### src/rtl/uart_imem_loader.sv
// Boot loader: assembles UART bytes little-endian into 32-bit words, writes them to
// consecutive imem addresses and holds the CPU in reset until a terminator or full memory.
module uart_imem_loader #(
  parameter int          ADDR_W         = 8,
  parameter int          TIMEOUT_CYCLES = 104200,
  parameter logic [31:0] TERM_WORD      = 32'hFFFF_FFFF
) (
  input  logic              clk,
  input  logic              resetn,
  input  logic              load_en,
  input  logic              uart_rx_valid,
  input  logic [7:0]        uart_rx_data,
  input  logic              uart_rx_break,
  output logic              imem_we,
  output logic [ADDR_W-1:0] imem_addr,
  output logic [31:0]       imem_wdata,
  output logic              cpu_rstn,
  output logic              write_done,
  output logic [ADDR_W:0]   word_count
);

  localparam logic [1:0] IDLE = 2'd0;
  localparam logic [1:0] LOAD = 2'd1;
  localparam logic [1:0] DONE = 2'd2;

  localparam int                IDLE_W    = $clog2(TIMEOUT_CYCLES + 1);
  localparam logic [IDLE_W-1:0] IDLE_LAST = IDLE_W'(TIMEOUT_CYCLES - 1);
  localparam logic [ADDR_W-1:0] ADDR_LAST = '1;

  logic [1:0]        state_reg;
  logic              valid_prev_reg;
  logic [1:0]        byte_cnt_reg;
  logic [23:0]       word_buf_reg;
  logic [IDLE_W-1:0] idle_cnt_reg;
  logic              pend_reg;
  logic [31:0]       pend_word_reg;
  logic [ADDR_W-1:0] addr_reg;

  logic accept;
  logic timeout_hit;

  assign accept      = (state_reg == LOAD) && uart_rx_valid && !valid_prev_reg;
  assign timeout_hit = (byte_cnt_reg != 2'd0) && (idle_cnt_reg == IDLE_LAST);

  // A completed word is staged in pend_reg for one cycle; the terminator check and the
  // write strobe both happen on the following edge, so all outputs stay registered.
  always_ff @(posedge clk or negedge resetn) begin
    if (!resetn) begin
      state_reg      <= IDLE;
      valid_prev_reg <= 1'b0;
      byte_cnt_reg   <= 2'd0;
      word_buf_reg   <= '0;
      idle_cnt_reg   <= '0;
      pend_reg       <= 1'b0;
      pend_word_reg  <= '0;
      addr_reg       <= '0;
      imem_we        <= 1'b0;
      imem_addr      <= '0;
      imem_wdata     <= '0;
      cpu_rstn       <= 1'b0;
      write_done     <= 1'b0;
      word_count     <= '0;
    end else begin
      valid_prev_reg <= uart_rx_valid;
      imem_we        <= 1'b0;
      case (state_reg)
        IDLE: begin
          if (load_en) begin
            state_reg    <= LOAD;
            addr_reg     <= '0;
            word_count   <= '0;
            byte_cnt_reg <= 2'd0;
            idle_cnt_reg <= '0;
            pend_reg     <= 1'b0;
          end
        end
        LOAD: begin
          if (!load_en) begin
            state_reg    <= IDLE;
            byte_cnt_reg <= 2'd0;
            idle_cnt_reg <= '0;
            pend_reg     <= 1'b0;
          end else begin
            if (pend_reg) begin
              pend_reg <= 1'b0;
              if (pend_word_reg == TERM_WORD) begin
                state_reg  <= DONE;
                cpu_rstn   <= 1'b1;
                write_done <= 1'b1;
              end else begin
                imem_we    <= 1'b1;
                imem_addr  <= addr_reg;
                imem_wdata <= pend_word_reg;
                addr_reg   <= addr_reg + 1'b1;
                word_count <= word_count + 1'b1;
                if (addr_reg == ADDR_LAST) begin
                  state_reg  <= DONE;
                  cpu_rstn   <= 1'b1;
                  write_done <= 1'b1;
                end
              end
            end
            // Break beats a coincident byte; a coincident timeout restarts the word with it.
            if (uart_rx_break) begin
              byte_cnt_reg <= 2'd0;
              idle_cnt_reg <= '0;
            end else if (accept) begin
              idle_cnt_reg <= '0;
              if (timeout_hit) begin
                word_buf_reg[7:0] <= uart_rx_data;
                byte_cnt_reg      <= 2'd1;
              end else begin
                case (byte_cnt_reg)
                  2'd0: word_buf_reg[7:0]   <= uart_rx_data;
                  2'd1: word_buf_reg[15:8]  <= uart_rx_data;
                  2'd2: word_buf_reg[23:16] <= uart_rx_data;
                  default: begin
                    pend_reg      <= 1'b1;
                    pend_word_reg <= {uart_rx_data, word_buf_reg};
                  end
                endcase
                byte_cnt_reg <= byte_cnt_reg + 2'd1;
              end
            end else if (byte_cnt_reg != 2'd0) begin
              if (timeout_hit) begin
                byte_cnt_reg <= 2'd0;
                idle_cnt_reg <= '0;
              end else begin
                idle_cnt_reg <= idle_cnt_reg + 1'b1;
              end
            end
          end
        end
        DONE: begin
          state_reg <= DONE;
        end
        default: begin
          state_reg <= IDLE;
        end
      endcase
    end
  end

endmodule
### config.mk
export PLATFORM = sky130hd
export DESIGN_NAME = uart_imem_loader
export DESIGN_NICKNAME = d
export VERILOG_FILES = /design/src/rtl/uart_imem_loader.sv
export SDC_FILE = /design/constraint.sdc
export NUM_CORES = 1
export LEC_CHECK = 0
export CAP_MARGIN = 5
export CORE_MARGIN = 2
export CORE_UTILIZATION = 25
export CTS_CLUSTER_DIAMETER = 100
export DETAILED_ROUTE_END_ITERATION = 7
export GPL_ROUTABILITY_DRIVEN = 0
export GPL_TIMING_DRIVEN = 0
export PLACE_DENSITY = 0.53
export SYNTH_ARGS = -nofsm -noshare
export SYNTH_HDL_FRONTEND = slang
export SYNTH_SLANG_ARGS = --single-unit
### constraint.sdc
create_clock -name clk -period 2.2 [get_ports clk]
set_clock_uncertainty 0.2 [all_clocks]
set_input_delay 0.55 -clock clk [delete_from_list [all_inputs] [get_ports clk]]
set_output_delay 0.55 -clock clk [all_outputs]
set_load 0.02 [all_outputs]
==> out/metrics.yaml, run 1 <==
status: "complete, but fails checks"
violations: "negative setup slack"
nets: 664
critPathMaxFanout: 6
finalCriticalPeriod_ns: 2.20
postPlaceCellArea_um2: 7210
max_slew_margin_pct: 59.9
start_util_pct: 25.3
cts_buffer_depth: 2
antenna_found_initial: 0
grt_start_max_net_pins: 78
die_area_um2: 25600
end_kind: "flip-flop"
areaGrowthSynthToFinish_pct: 34.4
dp_hpwl_um: 9940
synth.distinct_cells: 58
final_common_cell: "nand2_1"
whs_ns: 0.181
ioPinCount: 65
fmax_mhz: 454
synth_top_area_share_pct: 56.7
route.detailed.wl_per_inst_um: 14.9
worst_setup_path_start_kind: "flip-flop"
coreArea_um2: 24100
finalInstanceArea_um2: 8190
synth_flop_cell: "dfrtp_1"
grt.overflow.total: 0
synthCells: 533
power_density_nw_per_um2: 666
drc_errors: 0
yosys_warnings: 0
grt_pass1_vias: 4294
rsz0062_at_grt: "true"
power_leakage_nw: 4.05
syn_area_um2: 6090
ir_drop_mv: 0.549
totalWireLength_um: 14600
vias_per_cell: 4.38
num_vias: 4300
seq_area_frac_synth_pct: 56.7
numClockSinks: 138
dieHeight_um: 160
gr-usage-all-layers_pct: 11.9
rows: 57
cts-root-buf: "clkbuf_16"
clk_latency_ns: 0.42
drive_gt1_share_pct: 25.1
cts_tree: "built"
hold_viol: 0
critPathArrivalTime_ns: 2.31
crit_type: "reg2reg"
dr.pass1.iters: 4
most-common-layout-cells: "nand2_1, dfrtp_1, clkdlybuf4s50_1"
port_buffers: 64
hold_class: "in2reg"
worst_slew_pin_slew_ns: 0.601
clk_pin_slew_ns: 0.06
grt_pass1_wl_um: 24000
numCtsBuffers: 17
max_cap_viol_count: 0
synth_top_area_cell: "dfrtp_1"
setup_violations: 1
diodes: 0
ys_seq_elements: 138
drv_slew: 0
required_ns: 2.31
async_flop_share_pct: 100
synth.avg_cell_area_um2: 11.4
dieWidth_um: 160
ys_top_cells_by_area: "dfrtp_1, nand2_1, mux2_4"
fin_ws_ns: -0.00113
htreeDepth: 4
ant_nets: 0
fillers: 2471
syn_nets: 553
synth_edf_count: 0
drtIter0Drc: 241
final.period_utilization_pct: 100
cells by family (layout without fill, tap and decap cells):
group / Yosys count / after routing / synth area share [%]
flip-flops: 138 / 138 / 56.7
adder cells (fa/ha/maj): 7 / 7 / 1.44
AO/OA/AOI/OAI: 50 / 50 / 6.82
buffers and inverters: 29 / 153 / 2.69
AND/OR/NAND/NOR: 244 / 244 / 18.9
multiplexers: 61 / 61 / 13.0
XOR/XNOR: 4 / 4 / 0.575
power by group:
part	internal [mW]	leakage, nW	switching [mW]
sequential	2.58	1.90	0.0256
clock	1.46	0.255	1.18
combinational	0.0811	1.89	0.120
total	4.12	4.05	1.33
area by class of cell:
class | count | area [µm²] | share of cell area (%)
buffer | 17 | 169 | 2.06
clock buffer | 17 | 425 | 5.19
clock inverter | 15 | 120 | 1.47
inverter | 9 | 36.3 | 0.443
multi-input combinational | 366 | 2570 | 31.4
sequential | 138 | 3460 | 42.2
tap | 324 | 405 | 4.95
timing repair buffer | 95 | 1000 | 12.2
synthesized netlist by cell type, types with 5 or more instances:
master	n
a21oi_1	6
and3_1	6
buf_2	8
buf_6	5
dfrtp_1	138
ha_1	7
inv_1	8
mux2_2	27
mux2_4	29
mux2i_1	5
nand2_1	158
nand2b_1	5
nand3_1	25
nand4_1	18
nor2_1	5
o311ai_0	6
o31ai_1	7
stage by stage:
step                      util (%)  TNS (ns)  power, mW  cells  setup WS, ns
after CTS                     33.4   -0.0350       5.52    975      -0.00608
after detailed placement      29.9    -76.86       2.85    922        -0.791
after global routing          34.0     -2.20       5.66    981       -0.0940
final                         34.0  -0.00113       5.45    981      -0.00113
after global placement        29.8   -823.41       2.84    921         -5.42
after floorplan                  -         0       2.72    533        0.0144
final timing paths:
path,cells after the start,end,from,slack [ns]
setup / recovery,8,pend_word_reg[12],idle_cnt_reg[0],-0.001
setup reg to reg,8,pend_word_reg[12],idle_cnt_reg[0],-0.001
hold / removal,1,valid_prev_reg,uart_rx_valid,0.18
max in group asynchronous,3,word_count[8],resetn,0.52
min in group asynchronous,2,imem_wdata[18],resetn,0.48
hold reg to reg,2,imem_wdata[3],imem_wdata[3],0.27
repair_timing:
action                                 CTS  global route
gates cloned                             2             1
buffers inserted                        20             6
hold buffers                             1             0
setup endpoints to repair              141           100
endpoints found under the hold margin   61             0
gates resized for setup                 40            23
pin swaps                                9             4
routing by layer:
metal | wire, µm | track usage (%) | up-vias
met1 | 6850 | 15.9 | 2111
met3 | 733 | 3.17 | 17
met4 | 232 | 4.30 | 0
met2 | 6840 | 18.7 | 70
met5 | 0 | 0 | -
li1 | - | - | 2102
worst max-delay path: stages, from the launching register on:
cell and delay [ns]:
dfrtp_1 0.36, ha_2 0.20, nor4b_4 0.22, and4bb_4 0.29, a21oi_4 0.06, and2_4 0.19, buf_12 0.14, buf_12 0.13
mux2_4 0.29
(Power assumes the default switching activity.)
==> run 2: changes to the inputs <==
Settings changed: GPL_ROUTABILITY_DRIVEN 0 to 1.
==> results of run 2 <==
Final layout, timing and power as in run 1 (identical DEF).
